### src/rtl/dma_pkg.sv
// Shared DMA constants: default datapath width and FIFO depth used by every channel.
package dma_pkg;

    localparam int DMA_DATA_W     = 32;
    localparam int DMA_FIFO_DEPTH = 16;

endpackage : dma_pkg

### src/rtl/dma_fifo_ram.sv
// Simple dual-port storage for the DMA FIFO: synchronous write, registered read.
// The array itself carries no reset; only the read register is cleared.
module dma_fifo_ram #(
    parameter int  DATA_W = 32,
    parameter int  DEPTH  = 16,
    localparam int PTR_W  = $clog2(DEPTH)
) (
    input  logic              clk,
    input  logic              rst_n,
    input  logic              we,
    input  logic [PTR_W-1:0]  waddr,
    input  logic [DATA_W-1:0] wdata,
    input  logic              re,
    input  logic [PTR_W-1:0]  raddr,
    output logic [DATA_W-1:0] rdata
);

    logic [DATA_W-1:0] r_mem [DEPTH];
    logic [DATA_W-1:0] r_rdata;

    always_ff @(posedge clk) begin
        if (we) begin
            r_mem[waddr] <= wdata;
        end
    end

    // Read register holds its value whenever no read is issued.
    always_ff @(posedge clk or negedge rst_n) begin
        if (!rst_n) begin
            r_rdata <= '0;
        end else if (re) begin
            r_rdata <= r_mem[raddr];
        end
    end

    assign rdata = r_rdata;

endmodule : dma_fifo_ram

### src/rtl/dma_param_fifo.sv
// Parametrised single-clock FIFO between the DMA bus-read and bus-write engines,
// with fill level, watermarks, synchronous flush and sticky error flags.
module dma_param_fifo
    import dma_pkg::*;
#(
    parameter int  DATA_W = DMA_DATA_W,
    parameter int  DEPTH  = DMA_FIFO_DEPTH,
    localparam int PTR_W  = $clog2(DEPTH),
    localparam int CNT_W  = PTR_W + 1
) (
    input  logic              clk,
    input  logic              rst_n,
    input  logic              flush,
    input  logic              w_en,
    input  logic [DATA_W-1:0] data_w,
    input  logic              r_en,
    output logic [DATA_W-1:0] data_r,
    output logic              r_valid,
    output logic [CNT_W-1:0]  level,
    output logic              empty,
    output logic              full,
    input  logic [CNT_W-1:0]  af_thresh,
    input  logic [CNT_W-1:0]  ae_thresh,
    output logic              almost_full,
    output logic              almost_empty,
    output logic              overflow,
    output logic              underflow,
    input  logic              clr_err
);

    logic [PTR_W-1:0]  r_wr_ptr;
    logic [PTR_W-1:0]  r_rd_ptr;
    logic [CNT_W-1:0]  r_level;
    logic [CNT_W-1:0]  w_level_next;
    logic              r_rd_valid;
    logic              r_overflow;
    logic              r_underflow;
    logic              w_wr_acc;
    logic              w_rd_acc;
    logic              w_full;
    logic              w_empty;
    logic [DATA_W-1:0] w_rdata;

    assign w_empty  = (r_level == '0);
    assign w_full   = (r_level == CNT_W'(DEPTH));
    assign w_wr_acc = w_en & ~w_full  & ~flush;
    assign w_rd_acc = r_en & ~w_empty & ~flush;

    always_comb begin
        w_level_next = r_level;
        if (flush) begin
            w_level_next = '0;
        end else if (w_wr_acc && !w_rd_acc) begin
            w_level_next = r_level + CNT_W'(1);
        end else if (w_rd_acc && !w_wr_acc) begin
            w_level_next = r_level - CNT_W'(1);
        end
    end

    // Pointers wrap naturally because DEPTH is a power of two.
    always_ff @(posedge clk or negedge rst_n) begin
        if (!rst_n) begin
            r_wr_ptr   <= '0;
            r_rd_ptr   <= '0;
            r_level    <= '0;
            r_rd_valid <= 1'b0;
        end else begin
            r_level    <= w_level_next;
            r_rd_valid <= w_rd_acc;
            if (flush) begin
                r_wr_ptr <= '0;
                r_rd_ptr <= '0;
            end else begin
                if (w_wr_acc) r_wr_ptr <= r_wr_ptr + PTR_W'(1);
                if (w_rd_acc) r_rd_ptr <= r_rd_ptr + PTR_W'(1);
            end
        end
    end

    // A new error event in the same cycle as clr_err keeps the flag set.
    always_ff @(posedge clk or negedge rst_n) begin
        if (!rst_n) begin
            r_overflow  <= 1'b0;
            r_underflow <= 1'b0;
        end else begin
            if (w_en && w_full && !flush)       r_overflow <= 1'b1;
            else if (clr_err)                   r_overflow <= 1'b0;
            if (r_en && w_empty && !flush)      r_underflow <= 1'b1;
            else if (clr_err)                   r_underflow <= 1'b0;
        end
    end

    dma_fifo_ram #(
        .DATA_W (DATA_W),
        .DEPTH  (DEPTH)
    ) u_ram (
        .clk   (clk),
        .rst_n (rst_n),
        .we    (w_wr_acc),
        .waddr (r_wr_ptr),
        .wdata (data_w),
        .re    (w_rd_acc),
        .raddr (r_rd_ptr),
        .rdata (w_rdata)
    );

    assign data_r       = w_rdata;
    assign r_valid      = r_rd_valid;
    assign level        = r_level;
    assign empty        = w_empty;
    assign full         = w_full;
    assign almost_full  = (r_level >= af_thresh);
    assign almost_empty = (r_level <= ae_thresh);
    assign overflow     = r_overflow;
    assign underflow    = r_underflow;

endmodule : dma_param_fifo

### config.mk
export PLATFORM = sky130hd
export DESIGN_NAME = dma_param_fifo
export DESIGN_NICKNAME = d
export VERILOG_FILES = /design/src/rtl/dma_pkg.sv /design/src/rtl/dma_fifo_ram.sv /design/src/rtl/dma_param_fifo.sv
export SDC_FILE = /design/constraint.sdc
export NUM_CORES = 1
export LEC_CHECK = 0
export CAP_MARGIN = 5
export CORE_MARGIN = 2
export CORE_UTILIZATION = 54
export DETAILED_ROUTE_END_ITERATION = 10
export PLACE_DENSITY = 0.81
export SETUP_SLACK_MARGIN = 0.1
export SYNTH_ARGS = -nofsm -noshare
export SYNTH_HDL_FRONTEND = slang
export SYNTH_SLANG_ARGS = --single-unit
### constraint.sdc
create_clock -name clk -period 3.6 [get_ports clk]
set_input_delay 0.36 -clock clk [delete_from_list [all_inputs] [get_ports clk]]
set_output_delay 0.36 -clock clk [all_outputs]
set_load 0.02 [all_outputs]
==> summary.txt <==
Outcome
  • Status: finished clean

Timing
  • RSZ-0062 raised after global routing: false
  • Setup TNS: 0 ns
  • Clk_skew: 0.0150 ns
  • Fin. Hold Viols: 0
  • Worst-margin pin slew: roughly 1.1 ns
  • Period utilization: 0.845
  • Count of pins over their slew limit: 0
  • Final min period: between 3 and 4 ns
  • Fmax: 329 MHz
  • Worst rel slew slack: 0.243
  • Setup Viol. Count Final: 0

Synthesis
  • #FFs+latches synth: between 500 and 600
  • Top FF cell, synth: edfxtp_1
  • Post-synthesis instance area: around 22000 sq um
  • Synth Net Count: roughly 1100
  • Post-synthesis sequential area ratio: 0.758
  • FFs w/ async S/R, synth: 0.0857
  • Top post-synthesis cells by area: edfxtp_1, mux4_2, dfrtp_1, mux2i_1, ha_1
  • Cells after Synth: ~1000
  • Post-synth top area cell: edfxtp_1
  • Area fraction of the dominant cell type after synthesis: 0.703
  • Ys Warns: 0
  • Yosys cell types: 43
  • Synthesized area per cell: 21.6 sq um
  • EDFF count, synth: 512

Min path
  • Min-Delay Endpoint: underflow
  • Min-Delay Path Class: primary input to flop
  • Hold Path Stages: 2
  • Hold Crit Start: clr_err

Pwr
  • Combinational Power Share: 0.193
  • Cell Pwr Density: around 650 nW/um^2
  • Register share of total power: 0.466
  • Sw power: 4.37 mW
  • Power, Total: between 15 and 20 mW
  • Switching Share: 0.262
  • VDD IR max: around 0.48 mV
  • Cell Int Power: about 12 mW
  • Clock Power Share: 0.341
  • Leakage: 8.16 nW

CTS
  • Clock Tree Root: clkbuf_16
  • Longest Clk Path Bufs: 3
  • CTS H-tree lvls: 2
  • Clock Latency Late Sink: 0.59 ns
  • Resized cells post-CTS: 0
  • CTS tree: built
  • CTS Buf Count: 53
  • Sink Count: 560
  • Post-CTS Setup Bufs: 0
  • Worst-path clk slew: about 0.060 ns

Worst setup path
  • R2R depth: 10
  • R2R Setup Slk: a little under 0.6 ns
  • Critical Path RT: roughly 3.2 ns
  • Crit Path Max Fanout: 8
  • RR Startpoint: level[1]
  • Crit Path Class: flop to output port
  • Reg2reg end: level[4]
  • Critical path startpoint category: flop
  • Crit. End Element: output port
  • CP arrival: around 2.7 ns

Routing
  • Via Count: 10626
  • Final ANT Viol Nets: 0
  • Number of vias per cell: about 6.2
  • Pre-antenna DRT Iters: 5
  • DRT Wirelength: 47100 microns
  • WL/cell: around 27 microns
  • DRC viols: 0
  • DRT iter0 DRCs: between 1000 and 1500

GRT
  • Overall routing resource usage: 0.233
  • Vias in the first global route: 11244
  • First-pass GRT wire length: about 71000 microns
  • Initial antenna violation count: 0
  • Largest net degree at the start of global routing: between 50 and 60
  • GRT overflow: 0

Floorplan
  • IO Pins: 92
  • Core ar.: about 40000 sq um
  • Initial Util: 0.549
  • Rows: 73
  • Die H: approximately 210 microns
  • Die X: between 200 and 250 microns
  • Die area: ~42000 sq um

Placed design
  • PortBufs: 91
  • DP Cell Count: ~1600
  • DP Wirelength: around 26000 microns
  • Routability cong.: between 0.7 and 0.8

Final layout
  • Final-layout fill cell count: approximately 2600
  • # nets final: approximately 1200
  • Diodes inserted: 0
  • P&R area growth vs syn: 16.7%
  • Layout cells sized above 1: 0.250
  • Fin cells: around 1700
  • Utilization after layout: 0.640

Job
  • Maximum Capacitance Violations: 0
## per-stage QoR
step	hold WS, ns	setup slack [ns]	instance area [sq um]
after global placement	0.472	0.487	23700
after global routing	0.407	0.344	25500
after CTS	0.387	0.502	25500
final	0.422	0.557	25500
after floorplan	0.0644	0.639	21900
after detailed placement	0.480	0.383	23700
## flip-flops by register name, indices dropped and copies added (netlist names)
name / flops
level: 5
overflow: 1
r_rd_ptr: 4
r_valid: 1
r_wr_ptr: 4
u_ram.r_mem: 512
u_ram.rdata: 32
underflow: 1
## cell usage after synthesis (all sizes together), types with 2 or more instances
cell,number
a21boi,2
a21oi,7
buf,39
clkbuf,13
dfrtp,48
edfxtp,512
ha,19
inv,19
mux2i,66
mux4,128
nand2,51
nand2b,3
nand3,11
nor2,22
nor2b,2
nor3,5
o21ai,7
o221ai,32
o22ai,2
or3,3
xnor2,4
xor2,3
## per-layer routing
metal / share of wire / track usage
met1: 0.40 / 0.318
met2: 0.52 / 0.394
met3: 0.064 / 0.0380
met4: 0.022 / 0.0660
met5: 0 / 0
## critical path, cell delays in order (launching register included)
cell and delay [ns]:
dfrtp_1 0.53, inv_1 0.12, ha_1 0.31, nand2b_1 0.14, a21oi_1 0.15, nor2b_1 0.06, o21ai_0 0.15, a21oi_1 0.09
clkdlybuf4s50_1 0.54
## cells by family after synthesis
kind of cell	after synthesis	synth area share
multiplexers	194	0.162
adder cells (fa/ha/maj)	20	0.0118
flip-flops	560	0.758
AO/OA/AOI/OAI	56	0.0238
buffers and inverters	71	0.0192
AND/OR/NAND/NOR	102	0.0218
XOR/XNOR	7	0.00281
## timing repair
item / CTS / global route
hold buffers: 1 / 0
endpoints found under the hold margin: 28 / 0
endpoints found under the setup margin: 0 / 0
## how the worst max path moves through the flow
stage	from	to	slack [ns]	cells past startpoint
global placement	flush	u_ram.r_mem[0][14]	0.49	7
detailed placement	flush	u_ram.r_mem[0][14]	0.38	7
finish	level[0]	almost_full	0.56	8
CTS	level[0]	almost_full	0.50	8
global route	level[1]	level[4]	0.34	10
floorplan	w_en	u_ram.r_mem[12][0]	0.64	5
## placed cells by master, fill, tap and decap left out, drive strengths merged, types with 4 or more instances in the layout
| cell type | Yosys | final |
|---|---|---|
| nand3 | 11 | 11 |
| ha | 19 | 19 |
| o221ai | 32 | 32 |
| inv | 19 | 21 |
| clkbuf | 13 | 67 |
| bufinv | 0 | 6 |
| buf | 39 | 44 |
| mux2i | 66 | 66 |
| nor3 | 5 | 5 |
| clkinvlp | 0 | 5 |
| edfxtp | 512 | 512 |
| clkinv | 0 | 19 |
| clkdlybuf4s50 | 0 | 90 |
| mux4 | 128 | 128 |
| nand2 | 51 | 51 |
| xnor2 | 4 | 4 |
| nor2 | 22 | 22 |
| dfrtp | 48 | 48 |
| a21oi | 7 | 7 |
| o21ai | 7 | 7 |
## area by class of cell
type,count,area [sq um],share of cell area
Multi-Input combinational cell,379,4990,0.196
Sequential cell,560,16600,0.650
Timing Repair Buffer,135,1390,0.0545
Clock inverter,32,340,0.0133
Clock buffer,67,1460,0.0573
Inverter,19,71.3,0.00280
Tap cell,525,657,0.0258
## power groups by stage
stage | Sequential [mW] | Combinational [mW] | Clock [mW]
2_1_floorplan | 7.95 | 2.02 | 0
3_3_place_gp | 7.88 | 3.16 | 0
3_5_place_dp | 7.89 | 3.22 | 0
4_1_cts | 7.77 | 3.26 | 5.77
5_1_grt | 7.79 | 3.46 | 6.02
6_report | 7.76 | 3.21 | 5.68
Note: power is estimated with default switching activity, not from simulation.
